`src/rtl/leakage_window_accumulator.sv`:
```
// -----------------------------------------------------------------------------
// leakage_window_accumulator
//
// Collects a fixed window of 2**WIN_LOG2 hamming_sum leakage samples over a
// valid/ready handshake and reports sum, mean, max and min for the window.
// One window per start pulse; results are held until the consumer takes them.
// A start coincident with the result handshake opens the next window at once.
//
// Ports:
//   clk         rising-edge clock
//   rst_n       synchronous active-low reset
//   start       begin a new window (honoured in IDLE, or in HOLD with out_ready)
//   in_valid    hamming_in carries a sample this cycle
//   in_ready    block accepts a sample this cycle (registered, high in ACCUM)
//   hamming_in  leakage sample, HW_W bits
//   out_valid   window result available
//   out_ready   consumer takes the result this cycle
//   acc_sum     sum of the window samples, ACC_W bits
//   acc_mean    acc_sum >> WIN_LOG2, truncated
//   acc_max     largest sample seen in the window
//   acc_min     smallest sample seen in the window
//   sample_cnt  samples accepted in the current window
//   busy        high in ACCUM and HOLD
// -----------------------------------------------------------------------------
module leakage_window_accumulator #(
    parameter int HW_W     = 4,
    parameter int WIN_LOG2 = 4,
    parameter int ACC_W    = HW_W + WIN_LOG2
) (
    input  logic                clk,
    input  logic                rst_n,
    input  logic                start,
    input  logic                in_valid,
    output logic                in_ready,
    input  logic [HW_W-1:0]     hamming_in,
    output logic                out_valid,
    input  logic                out_ready,
    output logic [ACC_W-1:0]    acc_sum,
    output logic [HW_W-1:0]     acc_mean,
    output logic [HW_W-1:0]     acc_max,
    output logic [HW_W-1:0]     acc_min,
    output logic [WIN_LOG2:0]   sample_cnt,
    output logic                busy
);

    localparam int WIN = 1 << WIN_LOG2;
    localparam logic [WIN_LOG2:0] LAST_IDX = (WIN_LOG2 + 1)'(WIN - 1);

    typedef enum logic [1:0] {
        IDLE  = 2'd0,
        ACCUM = 2'd1,
        HOLD  = 2'd2
    } state_t;

    state_t state;

    logic accept;
    logic load_window;

    // A new window opens from IDLE on start, or straight out of HOLD when the
    // result is consumed in the same cycle as start (no IDLE bubble).
    always_comb begin
        accept      = (state == ACCUM) && in_valid && in_ready;
        load_window = start && ((state == IDLE) || ((state == HOLD) && out_ready));
    end

    assign acc_mean = HW_W'(acc_sum >> WIN_LOG2);

    // NOTE: every register in this block is assigned with <= so that all of
    // them update from the same pre-edge values, regardless of statement order.
    always_ff @(posedge clk) begin
        if (!rst_n) begin
            state      <= IDLE;
            in_ready   <= 1'b0;
            out_valid  <= 1'b0;
            busy       <= 1'b0;
            acc_sum    <= '0;
            acc_max    <= '0;
            acc_min    <= '0;
            sample_cnt <= '0;
        end else if (load_window) begin
            state      <= ACCUM;
            in_ready   <= 1'b1;
            out_valid  <= 1'b0;
            busy       <= 1'b1;
            acc_sum    <= '0;
            acc_max    <= '0;
            // All-ones so the first sample always becomes the minimum.
            acc_min    <= '1;
            sample_cnt <= '0;
        end else begin
            case (state)
                ACCUM: begin
                    if (accept) begin
                        acc_sum    <= acc_sum + ACC_W'(hamming_in);
                        sample_cnt <= sample_cnt + 1'b1;
                        if (hamming_in > acc_max) acc_max <= hamming_in;
                        if (hamming_in < acc_min) acc_min <= hamming_in;
                        // in_ready drops on the same edge that takes the last
                        // sample, so nothing past the window is ever accepted.
                        if (sample_cnt == LAST_IDX) begin
                            state     <= HOLD;
                            in_ready  <= 1'b0;
                            out_valid <= 1'b1;
                        end
                    end
                end
                HOLD: begin
                    if (out_ready) begin
                        state     <= IDLE;
                        out_valid <= 1'b0;
                        busy      <= 1'b0;
                    end
                end
                IDLE: begin
                    // Results of the last window stay visible here.
                end
                default: begin
                    state     <= IDLE;
                    in_ready  <= 1'b0;
                    out_valid <= 1'b0;
                    busy      <= 1'b0;
                end
            endcase
        end
    end

endmodule

```
`config.mk`:
```
export PLATFORM = sky130hd
export DESIGN_NAME = leakage_window_accumulator
export DESIGN_NICKNAME = d
export VERILOG_FILES = /design/src/rtl/leakage_window_accumulator.sv
export SDC_FILE = /design/constraint.sdc
export NUM_CORES = 1
export LEC_CHECK = 0
export ABC_AREA = 1
export CAP_MARGIN = 20
export CORE_AREA = 8 8 48 89
export DETAILED_ROUTE_END_ITERATION = 10
export DIE_AREA = 0 0 56 97
export GPL_ROUTABILITY_DRIVEN = 0
export PLACE_DENSITY = 0.77
export SLEW_MARGIN = 40
export SYNTH_ARGS = -nofsm -noshare
export SYNTH_HDL_FRONTEND = slang
export SYNTH_SLANG_ARGS = --single-unit
export TNS_END_PERCENT = 10
```
`constraint.sdc`:
```
create_clock -name clk -period 1.9 [get_ports clk]
set_clock_uncertainty 0.05 [all_clocks]
set_input_delay 0.475 -clock clk [delete_from_list [all_inputs] [get_ports clk]]
set_output_delay 0.475 -clock clk [all_outputs]
set_load 0.05 [all_outputs]
```
==> run_results.csv <==
group,metric,value,unit
outcome,status,"finished, final reports clean",
place,port_buffers,36,
synthesis,netlist_instances,196,
route,drc,0,
timing,slew_viol_final,0,
clocking,cts_buffers,3,
place,dpl.hpwl,2.834,mm
cells_and_area,drive_above_1_share,0.2593,
die,coreArea,3120,um^2
setup_path,critical_path_class,"in -> reg",
global_routing,grt_pass1_vias,1472,
clocking,path_clk_slew,0.08,ns
flow_run,max_cap_viol_count,0,
clocking,clock_path_buffers,2,
timing,hold_viol,0,
cells_and_area,fin_nets,267,
die,die-height,97,um
synthesis,syn_area_per_cell,7.373,um^2
global_routing,grt_pass1_wl,6.189,mm
timing,whs,0.4342,ns
route,vias_per_cell,5.033,
route,dr_total_vias,1379,
synthesis,synth_nets,219,
timing,grt_setup_unrepaired,"false",
cells_and_area,syn_to_final_growth,32.99,%
timing,worst_slew_pin_slew,0.3527,ns
pwr,power_density,572.0,nW/um^2
global_routing,grt_util_all_layers,0.1327,
route,drt-initial-drc-count,19,
cells_and_area,fillers,307,
cells_and_area,multi_input_area,798.3,um^2
route,wl_per_cell,12.73,um
setup_path,critPathRequiredTime,2.02,ns
timing,finalCritPeriodShare,0.8577,
worst_hold_path,hold_path_class,"reg -> reg",
cells_and_area,regArea,503.0,um^2
clocking,holdBufCountCts,0,
synthesis,ys_seq_area_frac,0.3463,
place,dpl_worst_slack,-0.4900,ns
die,num_rows,29,
setup_path,start_kind,"primary input",
die,die_x,56,um
synthesis,yosys.cell_types.count,24,
route,drtPass1Iterations,4,
synthesis,yosysWarnings,0,
global_routing,grt_remaining_overflow,0,
clocking,htreeDepth,1,
timing,setup_viol,0,
synthesis,synth_seq_cells,25,
die,dieArea,5432,um^2
timing,fmax,0.6136,GHz
route,ant_nets,0,
clocking,cts_tree,"done",
clocking,clkSinkCount,25,
timing,slew_headroom,0.7645,
timing,setup_slack,0.2703,ns
clocking,root_buffer,"clkbuf_8",
die,ios,37,
timing,min_period,1.630,ns
route,wl,3.488,mm
global_routing,antenna_found_initial,0,
pwr,p_leak,0.9201,nW
cells_and_area,diodes,0,
pwr,ir_worst_vdd,0.4819,mV
setup_path,arrival,1.75,ns
clocking,insertion_delay,0.27,ns
setup_path,crit_path_max_fanout,5,
global_routing,grt_max_degree,14,
die,initial_utilization,0.4631,
setup_path,cp-end-kind,"register",
synthesis,netlist_area,1445,um^2
-- state kept, by name, indices dropped and copies added (netlist names) --
name,count
acc_sum,8
sample_cnt,5
acc_max,4
acc_min,4
busy,1
in_ready,1
out_valid,1
state,1
-- worst paths after layout --
check,end,cells after the start,start,slack (ns)
worst max-delay path,acc_max[3],9,hamming_in[1],0.27
worst min-delay path,in_ready,2,in_ready,0.43
worst max register to register,acc_sum[6],7,acc_sum[0],0.27
worst min register to register,in_ready,2,in_ready,0.43
-- critical path, cell delays in order --
cell           delay [ns]
dlygate4sd2_1        0.26
buf_4                0.16
ha_1                 0.30
nand2_1              0.07
nor2_1               0.04
nor2_1               0.12
nand2_2              0.11
o21ai_0              0.16
nor2_1               0.06
-- per-stage QoR --
step / cell area [um^2] / power, mW / setup TNS [ns] / std cells / util
3_5_place_dp: 1847 / 0.7952 / -3.965 / 270 / 0.5918
5_1_grt: 1922 / 1.144 / 0 / 274 / 0.6159
6_report: 1922 / 1.099 / 0 / 274 / 0.6159
4_1_cts: 1897 / 1.106 / 0 / 274 / 0.6079
3_3_place_gp: 1847 / 0.7906 / -3.758 / 270 / 0.5918
2_1_floorplan: 1448 / 0.7098 / 0 / 196 / -
-- final cells by class --
type                       instances  area share
sequential                        25      0.2617
inverter                          31     0.06120
timing repair buffer              49      0.2181
tap                               31     0.02018
multi-input combinational        134      0.4154
clock buffer                       4     0.02344
-- cells by family after synthesis --
kind of cell               after synthesis  synth area share
AOI/OAI and AO/OA                       34            0.1256
xor gates and xnor gates                 2           0.01212
DFF                                     25            0.3463
adders and majority gates               14            0.1264
buffers and inverters                   37            0.1177
and+or+nand+nor                         84            0.2719
-- cell usage after synthesis --
cell type   n  area share
nor4_1      1      0.0043
nand3_4     2       0.024
nor2_4      2       0.016
nand4_1     2      0.0087
a31oi_1     1      0.0043
nand3_1     8       0.028
nor2_1     31       0.081
clkinv_2    1      0.0035
buf_6       2       0.016
nand2_4     2       0.016
buf_4       4       0.021
a211oi_1    1      0.0052
a21oi_2     1      0.0061
nor3_1      2      0.0069
o21ai_0    14       0.048
fa_1        1       0.014
inv_1      28       0.073
ha_1       13        0.11
o21ai_2     1      0.0061
inv_2       2      0.0052
dfxtp_1    25        0.35
nand2_1    34       0.088
a21oi_1    16       0.055
xor2_1      2       0.012
-- cells in the final DEF, fill, tap and decap left out, drive strengths merged --
master         instances
clkbuf                 4
nor3                   2
clkinv                 1
buf                   41
a211oi                 1
nor2                  33
ha                    13
xor2                   2
nand3                 10
a31oi                  1
o21ai                 15
nand2                 36
a21oi                 17
nor4                   1
dlymetal6s2s           3
inv                   30
clkdlybuf4s50          4
dfxtp                 25
dlygate4sd2            1
nand4                  2
fa                     1
-- report_power, final --
part           switching [mW]  total (mW)  leakage [nW]  internal (mW)
logic                   0.144       0.234         0.693         0.0898
clock network           0.165       0.315        0.0228          0.150
registers              0.0110       0.551         0.205          0.540
total                   0.320        1.10         0.920          0.779
-- metal layers --
metal	up-vias	GRT usage	part of all wire
li1	715	-	-
met5	-	0	0
met3	5	0.03141	0.037
met4	0	0.04842	0.014
met1	637	0.1212	0.37
met2	22	0.2618	0.58
-- what timing repair did --
item / CTS / global route
pin swaps: 2 / 6
endpoints found under the setup margin: 6 / 13
gates resized for setup: 6 / 8
gates cloned: 0 / 0
setup buffers: 0 / 0
(Power assumes the default switching activity.)
